$ cat src/rtl/modn_down_ctr_if.sv
// -----------------------------------------------------------------------------
// modn_down_ctr_if
//
// Bundles the control and status signals of one MOD-N down-counter stage.
//
//   en        master -> slave  1      count enable, one decrement per cycle
//   load      master -> slave  1      synchronous load strobe (beats en)
//   load_val  master -> slave  WIDTH  value captured on load
//   oneshot   master -> slave  1      1 = stop at 0, 0 = wrap to N-1
//   out       slave -> master  WIDTH  current count
//   tc        slave -> master  1      terminal count (combinational)
//   done      slave -> master  1      high while halted in one-shot mode
//   load_err  slave -> master  1      one-cycle pulse on an out-of-range load
//
// WIDTH must match the WIDTH of the counter the interface is connected to.
// -----------------------------------------------------------------------------
interface modn_down_ctr_if #(
    parameter int WIDTH = 4
) ();

    logic             en;
    logic             load;
    logic [WIDTH-1:0] load_val;
    logic             oneshot;
    logic [WIDTH-1:0] out;
    logic             tc;
    logic             done;
    logic             load_err;

    modport master (
        output en, load, load_val, oneshot,
        input  out, tc, done, load_err
    );

    modport slave (
        input  en, load, load_val, oneshot,
        output out, tc, done, load_err
    );

endinterface

$ cat src/rtl/modn_down_ctr.sv
// -----------------------------------------------------------------------------
// modn_down_ctr
//
// Cascadable MOD-N down counter. It counts N-1 down to 0, then either wraps to
// N-1 or, in one-shot mode, parks at 0 until the next load. To build a wider
// timebase, chain stages by driving the next stage's en from this stage's tc.
//
// Ports:
//   clk   in   rising-edge clock
//   rst   in   asynchronous active-high reset
//   bus   slave modport of modn_down_ctr_if (en, load, load_val, oneshot in;
//         out, tc, done, load_err out)
//
// Parameters:
//   N      modulus, 2 .. 2**WIDTH
//   WIDTH  counter width in bits
// -----------------------------------------------------------------------------
module modn_down_ctr #(
    parameter int N     = 10,
    parameter int WIDTH = 4
) (
    input  logic               clk,
    input  logic               rst,
    modn_down_ctr_if.slave     bus
);

    // Catch an illegal modulus during elaboration, before it becomes a silent
    // mis-count.
    if (N < 2 || longint'(N) > (longint'(1) << WIDTH)) begin : g_bad_n
        $error("modn_down_ctr: N=%0d is outside 2..2**WIDTH (WIDTH=%0d)", N, WIDTH);
    end

    localparam logic [WIDTH-1:0] MAX_VAL = WIDTH'(N - 1);
    localparam logic [WIDTH-1:0] ONE     = WIDTH'(1);

    typedef enum logic {
        RUN  = 1'b0,
        HALT = 1'b1
    } state_t;

    state_t           state;
    logic [WIDTH-1:0] count;
    logic             done_q;
    logic             load_err_q;

    // NOTE: every register below is assigned with <= so all of them update
    // together from the values sampled at the edge; = would let later lines
    // observe earlier updates within the same edge.
    always_ff @(posedge clk or posedge rst) begin
        if (rst) begin
            state      <= RUN;
            count      <= MAX_VAL;
            done_q     <= 1'b0;
            load_err_q <= 1'b0;
        end else begin
            // Error flag is a pulse: it only survives if this edge sees
            // another bad load.
            load_err_q <= 1'b0;

            if (bus.load) begin
                // A load restarts the counter from either state.
                state  <= RUN;
                done_q <= 1'b0;
                if (bus.load_val > MAX_VAL) begin
                    count      <= MAX_VAL;
                    load_err_q <= 1'b1;
                end else begin
                    count <= bus.load_val;
                end
            end else if (state == RUN && bus.en) begin
                if (count != '0) begin
                    count <= count - ONE;
                end else if (bus.oneshot) begin
                    // Park at zero; count already holds 0.
                    state  <= HALT;
                    done_q <= 1'b1;
                end else begin
                    count <= MAX_VAL;
                end
            end
            // HALT without a load: everything holds.
        end
    end

    // tc is combinational so a downstream stage decrements on the same edge
    // that wraps (or stops) this one. During reset count is N-1, which is
    // never zero, so tc is low without an explicit reset term.
    assign bus.tc       = (count == '0) && bus.en && (state == RUN) && !bus.load;
    assign bus.out      = count;
    assign bus.done     = done_q;
    assign bus.load_err = load_err_q;

endmodule

$ cat src/flat_wrapper.sv
// flat-port wrapper written by rule: the top's interface ports become plain ports
module modn_down_ctr_flat 
#(
    parameter int N     = 10,
    parameter int WIDTH = 4
)
  (clk, rst, bus_en, bus_load, bus_load_val, bus_oneshot, bus_out, bus_tc, bus_done, bus_load_err);
  modn_down_ctr_if #(.WIDTH(WIDTH)) bus_i ();
  input  logic clk;
  input  logic rst;
  input wire logic [$bits(bus_i.en)-1:0] bus_en;
  input wire logic [$bits(bus_i.load)-1:0] bus_load;
  input wire logic [$bits(bus_i.load_val)-1:0] bus_load_val;
  input wire logic [$bits(bus_i.oneshot)-1:0] bus_oneshot;
  output wire logic [$bits(bus_i.out)-1:0] bus_out;
  output wire logic [$bits(bus_i.tc)-1:0] bus_tc;
  output wire logic [$bits(bus_i.done)-1:0] bus_done;
  output wire logic [$bits(bus_i.load_err)-1:0] bus_load_err;
  assign bus_i.en = bus_en;
  assign bus_i.load = bus_load;
  assign bus_i.load_val = bus_load_val;
  assign bus_i.oneshot = bus_oneshot;
  assign bus_out = bus_i.out;
  assign bus_tc = bus_i.tc;
  assign bus_done = bus_i.done;
  assign bus_load_err = bus_i.load_err;
  modn_down_ctr #(.N(N), .WIDTH(WIDTH)) u_core (.clk(clk), .rst(rst), .bus(bus_i));
endmodule
$ cat config.mk
export PLATFORM = sky130hd
export DESIGN_NAME = modn_down_ctr_flat
export DESIGN_NICKNAME = d
export VERILOG_FILES = /design/src/rtl/modn_down_ctr_if.sv /design/src/rtl/modn_down_ctr.sv /design/src/flat_wrapper.sv
export SDC_FILE = /design/constraint.sdc
export NUM_CORES = 1
export LEC_CHECK = 0
export BUFFER_PORTS_ARGS = -buffer_cell sky130_fd_sc_hd__buf_4
export CAP_MARGIN = 20
export CORE_AREA = 2 2 39 41
export DETAILED_ROUTE_END_ITERATION = 12
export DIE_AREA = 0 0 41 43
export GPL_TIMING_DRIVEN = 0
export SYNTH_ARGS = -nofsm -noshare
export SYNTH_HDL_FRONTEND = slang
export SYNTH_SLANG_ARGS = --single-unit
$ cat constraint.sdc
create_clock -name clk -period 1.6 [get_ports clk]
set_input_delay 0.08 -clock clk [delete_from_list [all_inputs] [get_ports clk]]
set_output_delay 0.08 -clock clk [all_outputs]
set_load 0.005 [all_outputs]
After elaboration in Yosys (flattened, before gate mapping)
Cells that the tools add are included.
{ "word_totals": {"reg_bits": 6, "inputBits": 9, "output_inout_bits": 7, "elab_cells": 30} }
{ "classes": {"addsub": 1, "magnitude_cmp": 1, "n_eq_ne": 2, "mux": 11, "bitwise": 1, "n_reduce_logical": 11} }
{ "op_table": {"columns": ["op", "count"], "rows": [
  ["4-bit two-way mux", 5],
  ["1-bit two-way mux", 6],
  ["4-bit greater-than comparator, second input constant", 1],
  ["1-bit logical AND", 4],
  ["4-bit zero test", 1],
  ["2-bit nonzero test", 2],
  ["4-bit nonzero test", 1],
  ["4-bit by 1-bit subtractor with 4-bit output, second input constant", 1],
  ["3-bit by 2-bit != test with 1-bit output, second input constant", 1],
  ["3-bit AND reduction", 1],
  ["2-bit != test, second input constant", 1],
  ["2-bit AND reduction", 1],
  ["1-bit zero test", 1],
  ["1-bit inverter", 1]
]} }

Depth between registers and ports, before layout
Gate-level depths: netlist of run 1.
{ "depth": {"ltp_word": 4, "mapped_depth": 5, "mapped_depth_nobuf": 4} }

Worst setup path after synthesis of run 1
No wires, ideal clock.
{ "synth_timing": {"path_kind": "flip-flop to flip-flop", "startpoint": "register u_core.count[0] (netlist: u_core.bus.out[0])", "endpoint": "register u_core.count[0] (netlist: u_core.bus.out[0])", "arrival_ps": 1194, "required_time_ps": 1518, "slack_ps": 325, "stages_incl_launch_ff": 4, "n_path_buf": 0, "path_cell_list": "dfstp_2 > nor2_1 > a32o_2 > o31a_1"} }
{ "synth_between": {"elab_chain_cells": 4, "elab_cells_between_ends": 7, "cone_classes": "add/sub: 1; eq/ne: 1; mux: 3; reduce/logical: 2"} }
{ "synth_rtl": {"columns": ["element", "line_no", "rtl"], "rows": [
  ["start: declaration", "modn_down_ctr.sv:42", "logic [WIDTH-1:0] count;"],
  ["start signal: assignment", "modn_down_ctr.sv:68", "count <= bus.load_val;"],
  ["start signal: assignment", "modn_down_ctr.sv:72", "count <= count - ONE;"],
  ["4-bit by 1-bit subtractor with 4-bit output or 4-bit nonzero test (tied branches)", "modn_down_ctr.sv:72, modn_down_ctr.sv:71", null],
  ["4-bit two-way mux", "modn_down_ctr.sv:71", "if (count != '0) begin"],
  ["4-bit two-way mux", "modn_down_ctr.sv:70", "end else if (state == RUN && bus.en) begin"],
  ["4-bit two-way mux", "modn_down_ctr.sv:60", "if (bus.load) begin"]
]} }
Parallel ways exist; a longest one is shown, timed or not. The select of a mux whose other input is x is not followed.
A chain may end at the register's enable or synchronous reset.

Worst setup path in the final report of run 1
{ "layout_timing": {"startpoint": "register u_core.count[2] (netlist: u_core.bus.out[2])", "endpoint": "output port bus_tc"} }
{ "layout_between": {"elab_chain_cells": 4} }
{ "layout_rtl": {"columns": ["element", "line_no", "rtl"], "rows": [
  ["4-bit zero test", "modn_down_ctr.sv:88", "assign bus.tc = (count == '0) && bus.en && (state == RUN) && !bus.load;"],
  ["1-bit logical AND (3 in a row)", "modn_down_ctr.sv:88", null],
  ["end: declaration", "flat_wrapper.sv:16", "output wire logic [$bits(bus_i.tc)-1:0] bus_tc;"]
]} }
Every way passes these cells.

==> metrics.md, run 1 <==
| Metric | Value |
|---|---|
| WHS Path Cells | `2` |
| Overflow after GRT | `0` |
| Delay-heaviest family, CP | `simple AND/OR/NAND/NOR gates` |
| Max Fclk | `0.676 GHz` |
| Vias/cell | `4.54` |
| Buffers on Ports | `15` |
| Critical path class | `reg -> out` |
| Syn nets | `49` |
| Slowest stage delay, CP | `0.46 ns` |
| Initial antenna violation count | `0` |
| Vias | `345` |
| Clk_lat worst skew | `0.23 ns` |
| Sequential element share of the synthesized area | `43.6%` |
| WP depth | `4` |
| Clk buf depth | `2` |
| All-Layer GR Usage | `11.0%` |
| Clock root cell | `clkbuf_4` |
| Pwr dens | `1060 mW/mm^2` |
| Hold Slack | `0.121 ns` |
| Sink Count | `6` |
| Chip Width | `41 microns` |
| Compound-Gate Fraction of Synth Area | `29.3%` |
| # DRC | `0` |
| HP Class | `in -> reg` |
| CP Max Fanout | `7` |
| LEAKAGE | `0.257 nW` |
| Max capacitance violation total | `0` |
| CP Cell Sequence | `nor4_4 -> nand2_1 -> nor3_1 -> buf_4` |
| Pint | `389 uW` |
| Synth warnings | `0` |
| Simple-gate share of the synthesized area | `21.8%` |
| IR drop worst, VDD | `0.000561 V` |
| Die Area | `0.00176 sq mm` |
| Fin Setup TNS | `0 ns` |
| Worst slew pin tran | `0.281 ns` |
| Fin. Hold Viols | `0` |
| Number of diodes | `0` |
| Num ports | `16` |
| Tcrit/Tclk final | `92.5%` |
| Clock share of power | `22.5%` |
| Clock H-tree levels | `1` |
| Buf/Inv on CP | `1` |
| Worst-case reg-to-reg path depth | `4` |
| Num rows | `14` |
| Max_slew headroom | `81.3%` |
| WP data required | `1.52 ns` |
| Syn avg cell area | `8.76 sq um` |
| Element type at the critical path end | `primary output` |
| Final setup viols | `0` |
| Post-synthesis mux area share | `0%` |
| Share of layout cells above drive strength 1 | `43.3%` |
| Sw Ratio | `32.0%` |
| Status | `completed` |
| Vias in the first global route | `326` |
| Commonest non-fill, non-tap cell in the layout | `buf_4` |
| Initial Util | `25.3%` |
| Slew Limit Fails | `0` |
| Post-layout min period | `1.48 ns` |
| Count of cell types in the netlist | `19` |
| CTS tree | `built` |
| Antenna violation net count after detailed routing | `0` |
| Tot Pwr | `572 uW` |
| Layout filler cell count | `141` |
| Flop pwr share | `46.0%` |
| First-pass iteration count of the detailed router | `2` |
| Drt total wl | `829 microns` |
| Largest net degree at the start of global routing | `11` |
| Critical path's slowest cell | `dfrtp_1` |
| Area delta synth->final | `53.6%` |
| Fin nets | `71` |
| RSZ-0062 raised after global routing | `false` |
| Reg clk slew, reported paths | `0.04 ns` |
| Post-synthesis xor/xnor area fraction | `0%` |
| Most frequent cells in the layout | `buf_4 (17), nor2_1 (6), dfrtp_1 (4)` |
| Fin Clk Skew | `0.00135 ns` |
| Comb pwr share | `31.5%` |
| Adder-cell share of the synthesized area | `0%` |
| Die H | `43 microns` |
| Largest family of logic cells by synthesized area | `compound AO/OA/AOI/OAI gates` |
| Psw | `183 uW` |
| Synthesized instance count | `40` |
| Global placement routability congestion | `0.630` |
| Seq cells post-synth | `6` |
| Core Region | `0.00138 sq mm` |
| Synthesized area | `350 sq um` |
| First-pass GRT wire length | `1.35 mm` |
| Starting DRC count in detailed routing | `5` |
| Worst EP arrival | `1.40 ns` |
| Clock buffer count from CTS | `3` |
| CP Launch Type | `flip-flop` |
| DR WL/cell | `10.9 microns` |
==> repair_timing <==
| action | in CTS | in global routing |
|---|---|---|
| pin swaps | 0 | 1 |
| setup endpoints to repair | 1 | 1 |
| gates resized for setup | 1 | 1 |
| hold endpoints to repair | 6 | 0 |
| hold buffers | 1 | 0 |
| setup buffers | 0 | 1 |
==> routing by layer <==
metal / GRT usage (%) / wire (microns) / share of wire (%)
met4: 6.00 / 0 / 0
met3: 1.57 / 29 / 3.5
met1: 15.2 / 398 / 48
met5: 0 / 0 / 0
met2: 15.9 / 401 / 48
==> registers in the layout (all words and copies together) (netlist names) <==
register and cells:
u_core.bus.out 4, u_core.state 1, u_core.bus.load_err 1
==> worst paths after layout <==
path	startpoint	to	slack (ns)
max in group asynchronous	rst	u_core.bus.out[3]	1.05
hold / removal	bus_load_val[1]	u_core.bus.load_err	0.12
setup reg to reg	u_core.bus.out[0]	u_core.bus.out[1]	0.20
setup / recovery	u_core.bus.out[2]	bus_tc	0.12
hold reg to reg	u_core.state	u_core.state	0.55
min in group asynchronous	rst	u_core.bus.load_err	0.31
==> kinds of logic after synthesis <==
kind of cell	count (synthesis)
buffers and inverters	4
AO/OA/AOI/OAI	14
AND/OR/NAND/NOR	16
flip-flops	6
==> Yosys cell counts, drive strengths merged <==
master	instances	area, sq um
nor2	6	22.5
dfrtp	4	100
inv	3	11.3
nor3	3	15.0
o21ai	3	15.0
a21oi	2	10.0
a31oi	2	12.5
dfstp	2	52.6
nand2	2	7.51
nand2b	2	12.5
nor2b	2	12.5
o22a	2	20.0
a21boi	1	7.51
a32o	1	11.3
buf	1	7.51
nor4	1	6.26
o211a	1	10.0
o211ai	1	7.51
o31a	1	8.76
==> power groups by stage <==
| stage | registers [mW] | clock network [mW] | logic [mW] |
|---|---|---|---|
| 6_report | 0.263 | 0.129 | 0.180 |
| 4_1_cts | 0.253 | 0.138 | 0.174 |
| 3_3_place_gp | 0.249 | 0 | 0.167 |
| 3_5_place_dp | 0.250 | 0 | 0.170 |
| 5_1_grt | 0.268 | 0.142 | 0.198 |
| 2_1_floorplan | 0.238 | 0 | 0.0848 |
==> final cells by class <==
class	count	area, sq um	area share (%)
Timing Repair Buffer	17	130	24.2
Inverter	3	11.3	2.09
Clock buffer	3	22.5	4.19
Multi-Input combinational cell	30	194	36.0
Tap cell	16	20.0	3.72
Sequential cell	6	153	28.4
Buffer	1	7.51	1.40
==> per-stage QoR <==
step | cell area, sq um | cells | utilization [%] | setup WS (ns)
after CTS | 522 | 75 | 37.7 | 0.0399
after global placement | 483 | 71 | 34.9 | 0.254
after detailed placement | 483 | 71 | 34.9 | 0.204
final | 538 | 76 | 38.9 | 0.120
after floorplan | 350 | 40 | - | 0.325
after global routing | 538 | 76 | 38.9 | 0.0126
(Power assumes the default switching activity.)
==> run 2: changes to the inputs <==
--- a/config.mk
+++ b/config.mk
@@ -11,6 +11,7 @@
 export DETAILED_ROUTE_END_ITERATION = 12
 export DIE_AREA = 0 0 41 43
 export GPL_TIMING_DRIVEN = 0
+export SETUP_SLACK_MARGIN = 0.2
 export SYNTH_ARGS = -nofsm -noshare
 export SYNTH_HDL_FRONTEND = slang
 export SYNTH_SLANG_ARGS = --single-unit
==> run 2 against run 1 <==
  * Clock skew about the same
  * Global-route usage increased by 1.2 points
  * Critical endpoint unchanged
  * Critical path depth unchanged
==> metrics.md, run 2 (same netlist as run 1, synthesis figures left out) <==
| Metric | Value |
|---|---|
| Status | `completed (unchanged)` |
| Sink Count | `6 (unchanged)` |
| Num rows | `14 (unchanged)` |
| Max_slew headroom | `84.7% (was 81.3%)` |
| Commonest non-fill, non-tap cell in the layout | `buf_4 (unchanged)` |
| First-pass GRT wire length | `1.50 mm (was 1.35 mm)` |
| DR WL/cell | `11.4 microns (was 10.9 microns)` |
| Max reg flops | `4 (unchanged)` |
| WP data required | `1.52 ns (about the same)` |
| GR Layer Usage met2 | `18.8% (was 15.9%)` |
| Overflow after GRT | `0 (unchanged)` |
| Post-layout min period | `1.37 ns (was 1.48 ns)` |
| Share of layout cells above drive strength 1 | `53.0% (was 43.3%)` |
| Element type at the critical path end | `primary output (unchanged)` |
| Global placement routability congestion | `0.630 (unchanged)` |
| Die H | `43 microns (unchanged)` |
| Clock root cell | `clkbuf_4 (unchanged)` |
| Final setup viols | `0 (unchanged)` |
| Max Fclk | `0.732 GHz (was 0.676 GHz)` |
| RSZ-0062 raised after global routing | `true (was false)` |
| Area delta synth->final | `68.6% (was 53.6%)` |
| Die Area | `0.00176 sq mm (unchanged)` |
| Layout filler cell count | `140 (was 141)` |
| Starting DRC count in detailed routing | `2 (was 5)` |
| CP Max Fanout | `4 (was 7)` |
| Slew Limit Fails | `0 (unchanged)` |
| Fin Clk Skew | `0.00147 ns (was 0.00135 ns)` |
| Initial Util | `25.3% (unchanged)` |
| Fin Setup TNS | `0 ns (unchanged)` |
| Vias/cell | `4.72 (was 4.54)` |
| Tcrit/Tclk final | `85.3% (was 92.5%)` |
| CP Cell Sequence | `nor4_4 -> nand2_1 -> nor3_2 -> buf_4 (was nor4_4 -> nand2_1 -> nor3_1 -> buf_4)` |
| Antenna violation net count after detailed routing | `0 (unchanged)` |
| Initial antenna violation count | `0 (unchanged)` |
| Fin. Hold Viols | `0 (unchanged)` |
| First-pass iteration count of the detailed router | `2 (unchanged)` |
| CP Launch Type | `flip-flop (unchanged)` |
| Setup WS post-layout | `0.235 ns (was 0.120 ns)` |
| Clk buf depth | `2 (unchanged)` |
| Reg clk slew, reported paths | `0.04 ns (about the same)` |
| Critical path class | `reg -> out (unchanged)` |
| Chip Width | `41 microns (unchanged)` |
| CTS tree | `built (unchanged)` |
| Clock H-tree levels | `1 (unchanged)` |
| Met1 Usage GRT | `16.2% (was 15.2%)` |
| # DRC | `0 (unchanged)` |
| Placement Cell Area | `483 sq um (unchanged)` |
| LEAKAGE | `0.286 nW (was 0.257 nW)` |
| Max capacitance violation total | `0 (unchanged)` |
| Vias in the first global route | `369 (was 326)` |
| Clk_lat worst skew | `0.23 ns (about the same)` |
| Slowest stage delay, CP | `0.44 ns (was 0.46 ns)` |
| Fin nets | `77 (was 71)` |
| Vias | `387 (was 345)` |
| IR drop worst, VDD | `0.000573 V (was 0.000561 V)` |
| Most frequent cells in the layout | `buf_4 (23), nor2_1 (6), inv_1 (3), clkbuf_4 (3) (was buf_4 (17), nor2_1 (6), dfrtp_1 (4))` |
| Num ports | `16 (unchanged)` |
| Final Cell Area | `591 sq um (was 538 sq um)` |
| Post-Place Setup Slack | `0.204 ns (unchanged)` |
| Critical path's slowest cell | `dfrtp_2 (was dfrtp_1)` |
| Drt total wl | `937 microns (was 829 microns)` |
| Worst slew pin tran | `0.228 ns (was 0.281 ns)` |
| HP Class | `in -> reg (unchanged)` |
| All-Layer GR Usage | `12.2% (was 11.0%)` |
| M3 GR Usage | `1.57% (unchanged)` |
| Clock buffer count from CTS | `3 (unchanged)` |
| Delay-heaviest family, CP | `simple AND/OR/NAND/NOR gates (unchanged)` |
| Hold Slack | `0.122 ns (was 0.121 ns)` |
| Core Region | `0.00138 sq mm (unchanged)` |
| Number of diodes | `0 (unchanged)` |
| Largest net degree at the start of global routing | `11 (unchanged)` |
| Layer with the highest usage | `met2 (unchanged)` |
| Worst EP arrival | `1.29 ns (was 1.40 ns)` |
| Buf/Inv on CP | `1 (unchanged)` |
| Pwr dens | `1110 mW/mm^2 (was 1060 mW/mm^2)` |
| Buffers on Ports | `15 (unchanged)` |
run 2: cell type report:
class                           count  area [sq um]  area share (%)
Buffer                              1          7.51            1.27
Clock buffer                        3          22.5            3.81
Inverter                            3          11.3            1.91
Multi-Input combinational cell     30           199            33.7
Sequential cell                     6           155            26.3
Tap cell                           16          20.0            3.39
Timing Repair Buffer               23           175            29.7
run 2: path summary, 6_finish.rpt:
path,from,endpoint,slack (ns),cells past startpoint
setup / recovery,u_core.bus.out[2],bus_tc,0.23,4
hold / removal,bus_load_val[1],u_core.bus.load_err,0.12,2
setup reg to reg,u_core.bus.out[0],u_core.bus.out[0],0.25,3
hold reg to reg,u_core.state,u_core.state,0.58,2
max in group asynchronous,rst,u_core.bus.out[3],1.05,3
min in group asynchronous,rst,u_core.bus.load_err,0.31,3
run 2: metrics by stage:
| stage | cells | utilization (%) | power (mW) |
|---|---|---|---|
| 6_report | 82 | 42.7 | 0.655 |
| 5_1_grt | 82 | 42.7 | 0.695 |
| 4_1_cts | 82 | 42.3 | 0.658 |
| 3_5_place_dp | 71 | 34.9 | 0.421 |
| 3_3_place_gp | 71 | 34.9 | 0.416 |
| 2_1_floorplan | 40 | - | 0.323 |
run 2: worst register-to-register path, stage by stage, from the launching register on:
cell	delay [ns]
dfstp_2	0.58
nor2_1	0.07
a32o_2	0.32
o31a_1	0.31
run 2: metal layers:
| layer | share of wire, % | vias to the layer above |
|---|---|---|
| li1 | - | 198 |
| met1 | 46 | 185 |
| met2 | 51 | 4 |
| met3 | 3.1 | 0 |
| met4 | 0 | 0 |
| met5 | 0 | - |
run 2: where the power goes:
part,leakage (nW),internal (mW),switching (mW),total (mW)
sequential,0.0706,0.196,0.0590,0.255
combinational,0.201,0.168,0.102,0.270
clock,0.0138,0.0842,0.0448,0.129
run 2: repair_timing:
item	in CTS	in global routing
cloned	0	0
setup buffers	7	0
resized for setup	4	3
hold buffers	1	0
hold endpoints to repair	6	0
pin swaps	1	0
endpoints found under the setup margin	2	2
==> run 3: changes to the inputs <==
--- a/config.mk
+++ b/config.mk
@@ -11,6 +11,8 @@
 export DETAILED_ROUTE_END_ITERATION = 12
 export DIE_AREA = 0 0 41 43
 export GPL_TIMING_DRIVEN = 0
+export MAX_ROUTING_LAYER = met4
+export PLACE_DENSITY_LB_ADDON = 0.05
 export SETUP_SLACK_MARGIN = 0.2
 export SYNTH_ARGS = -nofsm -noshare
 export SYNTH_HDL_FRONTEND = slang
==> run 3 against run 2 <==
  * Register-to-register slack about the same
  * Maximum frequency is 0.41% higher
  * Via count fell by 2.6%
  * Clock skew increased by 0.0066 ns
  * Sequential cell count stayed put
  * Worst hold slack got worse by 0.0088 ns
  * Combinational power shrank 19%
  * Final area fell by 4.4%
  * Routed wire length grew 0.21%
  * Largest cell class unchanged
==> metrics.md, run 3 (same netlist as run 1, synthesis figures left out) <==
| Metric | Value |
|---|---|
| Status | `completed (unchanged)` |
| Initial Util | `25.3% (unchanged)` |
| Antenna violation net count after detailed routing | `0 (unchanged)` |
| Fin nets | `73 (was 77)` |
| HP Class | `in -> reg (unchanged)` |
| Post-layout min period | `1.36 ns (was 1.37 ns)` |
| # DRC | `0 (unchanged)` |
| RSZ-0062 raised after global routing | `true (unchanged)` |
| Clock buffer count from CTS | `3 (unchanged)` |
| Final Cell Area | `564 sq um (was 591 sq um)` |
| Area delta synth->final | `61.1% (was 68.6%)` |
| Fin Setup TNS | `0 ns (unchanged)` |
| Slew Limit Fails | `0 (unchanged)` |
| WP data required | `1.52 ns (about the same)` |
| Post-Place Setup Slack | `0.238 ns (was 0.204 ns)` |
| Flop pwr share | `40.8% (was 39.0%)` |
| Vias/cell | `4.77 (was 4.72)` |
| Max_slew headroom | `83.8% (was 84.7%)` |
| Sink Count | `6 (unchanged)` |
| Fin. Hold Viols | `0 (unchanged)` |
| Register area | `155 sq um (unchanged)` |
| Chip Width | `41 microns (unchanged)` |
| Starting DRC count in detailed routing | `5 (was 2)` |
| Clk_lat worst skew | `0.24 ns (was 0.23 ns)` |
| Number of diodes | `0 (unchanged)` |
| Initial antenna violation count | `0 (unchanged)` |
| Largest net degree at the start of global routing | `11 (unchanged)` |
| Overflow after GRT | `0 (unchanged)` |
| Max Fclk | `0.735 GHz (was 0.732 GHz)` |
| Tcrit/Tclk final | `85.0% (was 85.3%)` |
| LEAKAGE | `0.268 nW (was 0.286 nW)` |
| Most frequent cells in the layout | `buf_4 (19), nor2_1 (6), inv_1 (3), clkbuf_4 (3) (was buf_4 (23), nor2_1 (6), inv_1 (3), clkbuf_4 (3))` |
| Clock share of power | `24.0% (was 19.7%)` |
| Vias in the first global route | `343 (was 369)` |
| Area of the multi-input gates | `199 sq um (unchanged)` |
| CTS tree | `built (unchanged)` |
| Drt total wl | `939 microns (was 937 microns)` |
| Num ports | `16 (unchanged)` |
| Num rows | `14 (unchanged)` |
| Fin Clk Skew | `0.00806 ns (was 0.00147 ns)` |
| Hpwl dp | `665 microns` |
| Share of layout cells above drive strength 1 | `49.2% (was 53.0%)` |
| Clock H-tree levels | `1 (unchanged)` |
| Placement Cell Area | `483 sq um (unchanged)` |
| Setup WS post-layout | `0.240 ns (was 0.235 ns)` |
| Comb pwr share | `35.2% (was 41.3%)` |
| All-Layer GR Usage | `12.8% (was 12.2%)` |
| Die H | `43 microns (unchanged)` |
| CP Max Fanout | `3 (was 4)` |
| Pint | `425 uW (was 449 uW)` |
| Buffers on Ports | `15 (unchanged)` |
| First-pass iteration count of the detailed router | `4 (was 2)` |
| Clock root cell | `clkbuf_4 (unchanged)` |
| Max reg flops | `4 (unchanged)` |
| Final core occ | `40.8% (was 42.7%)` |
| Critical path class | `reg -> out (unchanged)` |
| Element type at the critical path end | `primary output (unchanged)` |
| Hold Slack | `0.114 ns (was 0.122 ns)` |
| Commonest non-fill, non-tap cell in the layout | `buf_4 (unchanged)` |
| First-pass GRT wire length | `1.44 mm (was 1.50 mm)` |
| Global placement routability congestion | `0.670 (was 0.630)` |
| Layout filler cell count | `146 (was 140)` |
| Final setup viols | `0 (unchanged)` |
| Max capacitance violation total | `0 (unchanged)` |
| CP Launch Type | `flip-flop (unchanged)` |
| DR WL/cell | `11.9 microns (was 11.4 microns)` |
| Die Area | `0.00176 sq mm (unchanged)` |
| Sw Ratio | `32.0% (was 31.5%)` |
| Worst EP arrival | `1.28 ns (was 1.29 ns)` |
| Core Region | `0.00138 sq mm (unchanged)` |
| Pwr dens | `1110 mW/mm^2 (about the same)` |
| Clk buf depth | `2 (unchanged)` |
| Psw | `200 uW (was 206 uW)` |
| IR drop worst, VDD | `0.000447 V (was 0.000573 V)` |
| Worst slew pin tran | `0.242 ns (was 0.228 ns)` |
| Vias | `377 (was 387)` |
| Reg clk slew, reported paths | `0.05 ns (was 0.04 ns)` |
-- run 3: cell types whose count changed in the layout (fill, tap and decap cells not counted) --
cell,previous run,this run
clkbuf_1,0,1
buf_4,23,19
-- run 3: area by class of cell --
class | instances | area share [%]
timing repair buffer | 19 | 25.7
multi-input combinational | 30 | 35.3
sequential | 6 | 27.5
inverter | 3 | 2.00
buffer | 1 | 1.33
clock buffer | 4 | 4.66
tap | 16 | 3.55
-- run 3: path summary, 6_finish.rpt --
| kind | cells past startpoint | end | start | slack [ns] |
|---|---|---|---|---|
| max in group asynchronous | 3 | u_core.bus.out[3] | rst | 1.05 |
| hold / removal | 2 | u_core.bus.load_err | bus_load_val[1] | 0.11 |
| setup / recovery | 4 | bus_tc | u_core.bus.out[2] | 0.24 |
| min in group asynchronous | 3 | u_core.bus.load_err | rst | 0.29 |
| setup reg to reg | 3 | u_core.bus.out[2] | u_core.bus.out[3] | 0.26 |
| hold reg to reg | 2 | u_core.state | u_core.state | 0.58 |
-- run 3: layer usage --
layer / global-route usage [%] / part of all wire (%) / vias up / wire [microns]
met5: - / 0 / - / 0
met4: 10.0 / 0.53 / 0 / 5
met3: 1.57 / 7.2 / 2 / 68
met2: 17.8 / 50 / 14 / 465
met1: 15.8 / 42 / 169 / 399
li1: - / - / 192 / -
-- run 3: repair_timing --
| action | CTS | global route |
|---|---|---|
| hold endpoints to repair | 6 | 0 |
| pin swaps | 1 | 2 |
| resized for setup | 4 | 3 |
| setup buffers | 2 | 1 |
| hold buffers | 1 | 0 |
| setup endpoints to repair | 1 | 4 |
-- run 3: metrics by stage --
step                instances  power (mW)
floorplan                  40       0.323
CTS                        78       0.624
global route               79       0.675
global placement           71       0.415
finish                     79       0.625
detailed placement         71       0.414
-- run 3: power by group through the flow --
stage / sequential, mW / clock [mW] / combinational [mW]
6_report: 0.255 / 0.150 / 0.220
5_1_grt: 0.260 / 0.170 / 0.246
4_1_cts: 0.251 / 0.161 / 0.212
3_5_place_dp: 0.246 / 0 / 0.168
3_3_place_gp: 0.247 / 0 / 0.168
2_1_floorplan: 0.238 / 0 / 0.0848
-- run 3: worst max-delay path: stages, from the launching register on --
cell     delay, ns
dfrtp_2       0.43
nor4_4        0.28
nand2_1       0.10
nor3_2        0.10
buf_4         0.13
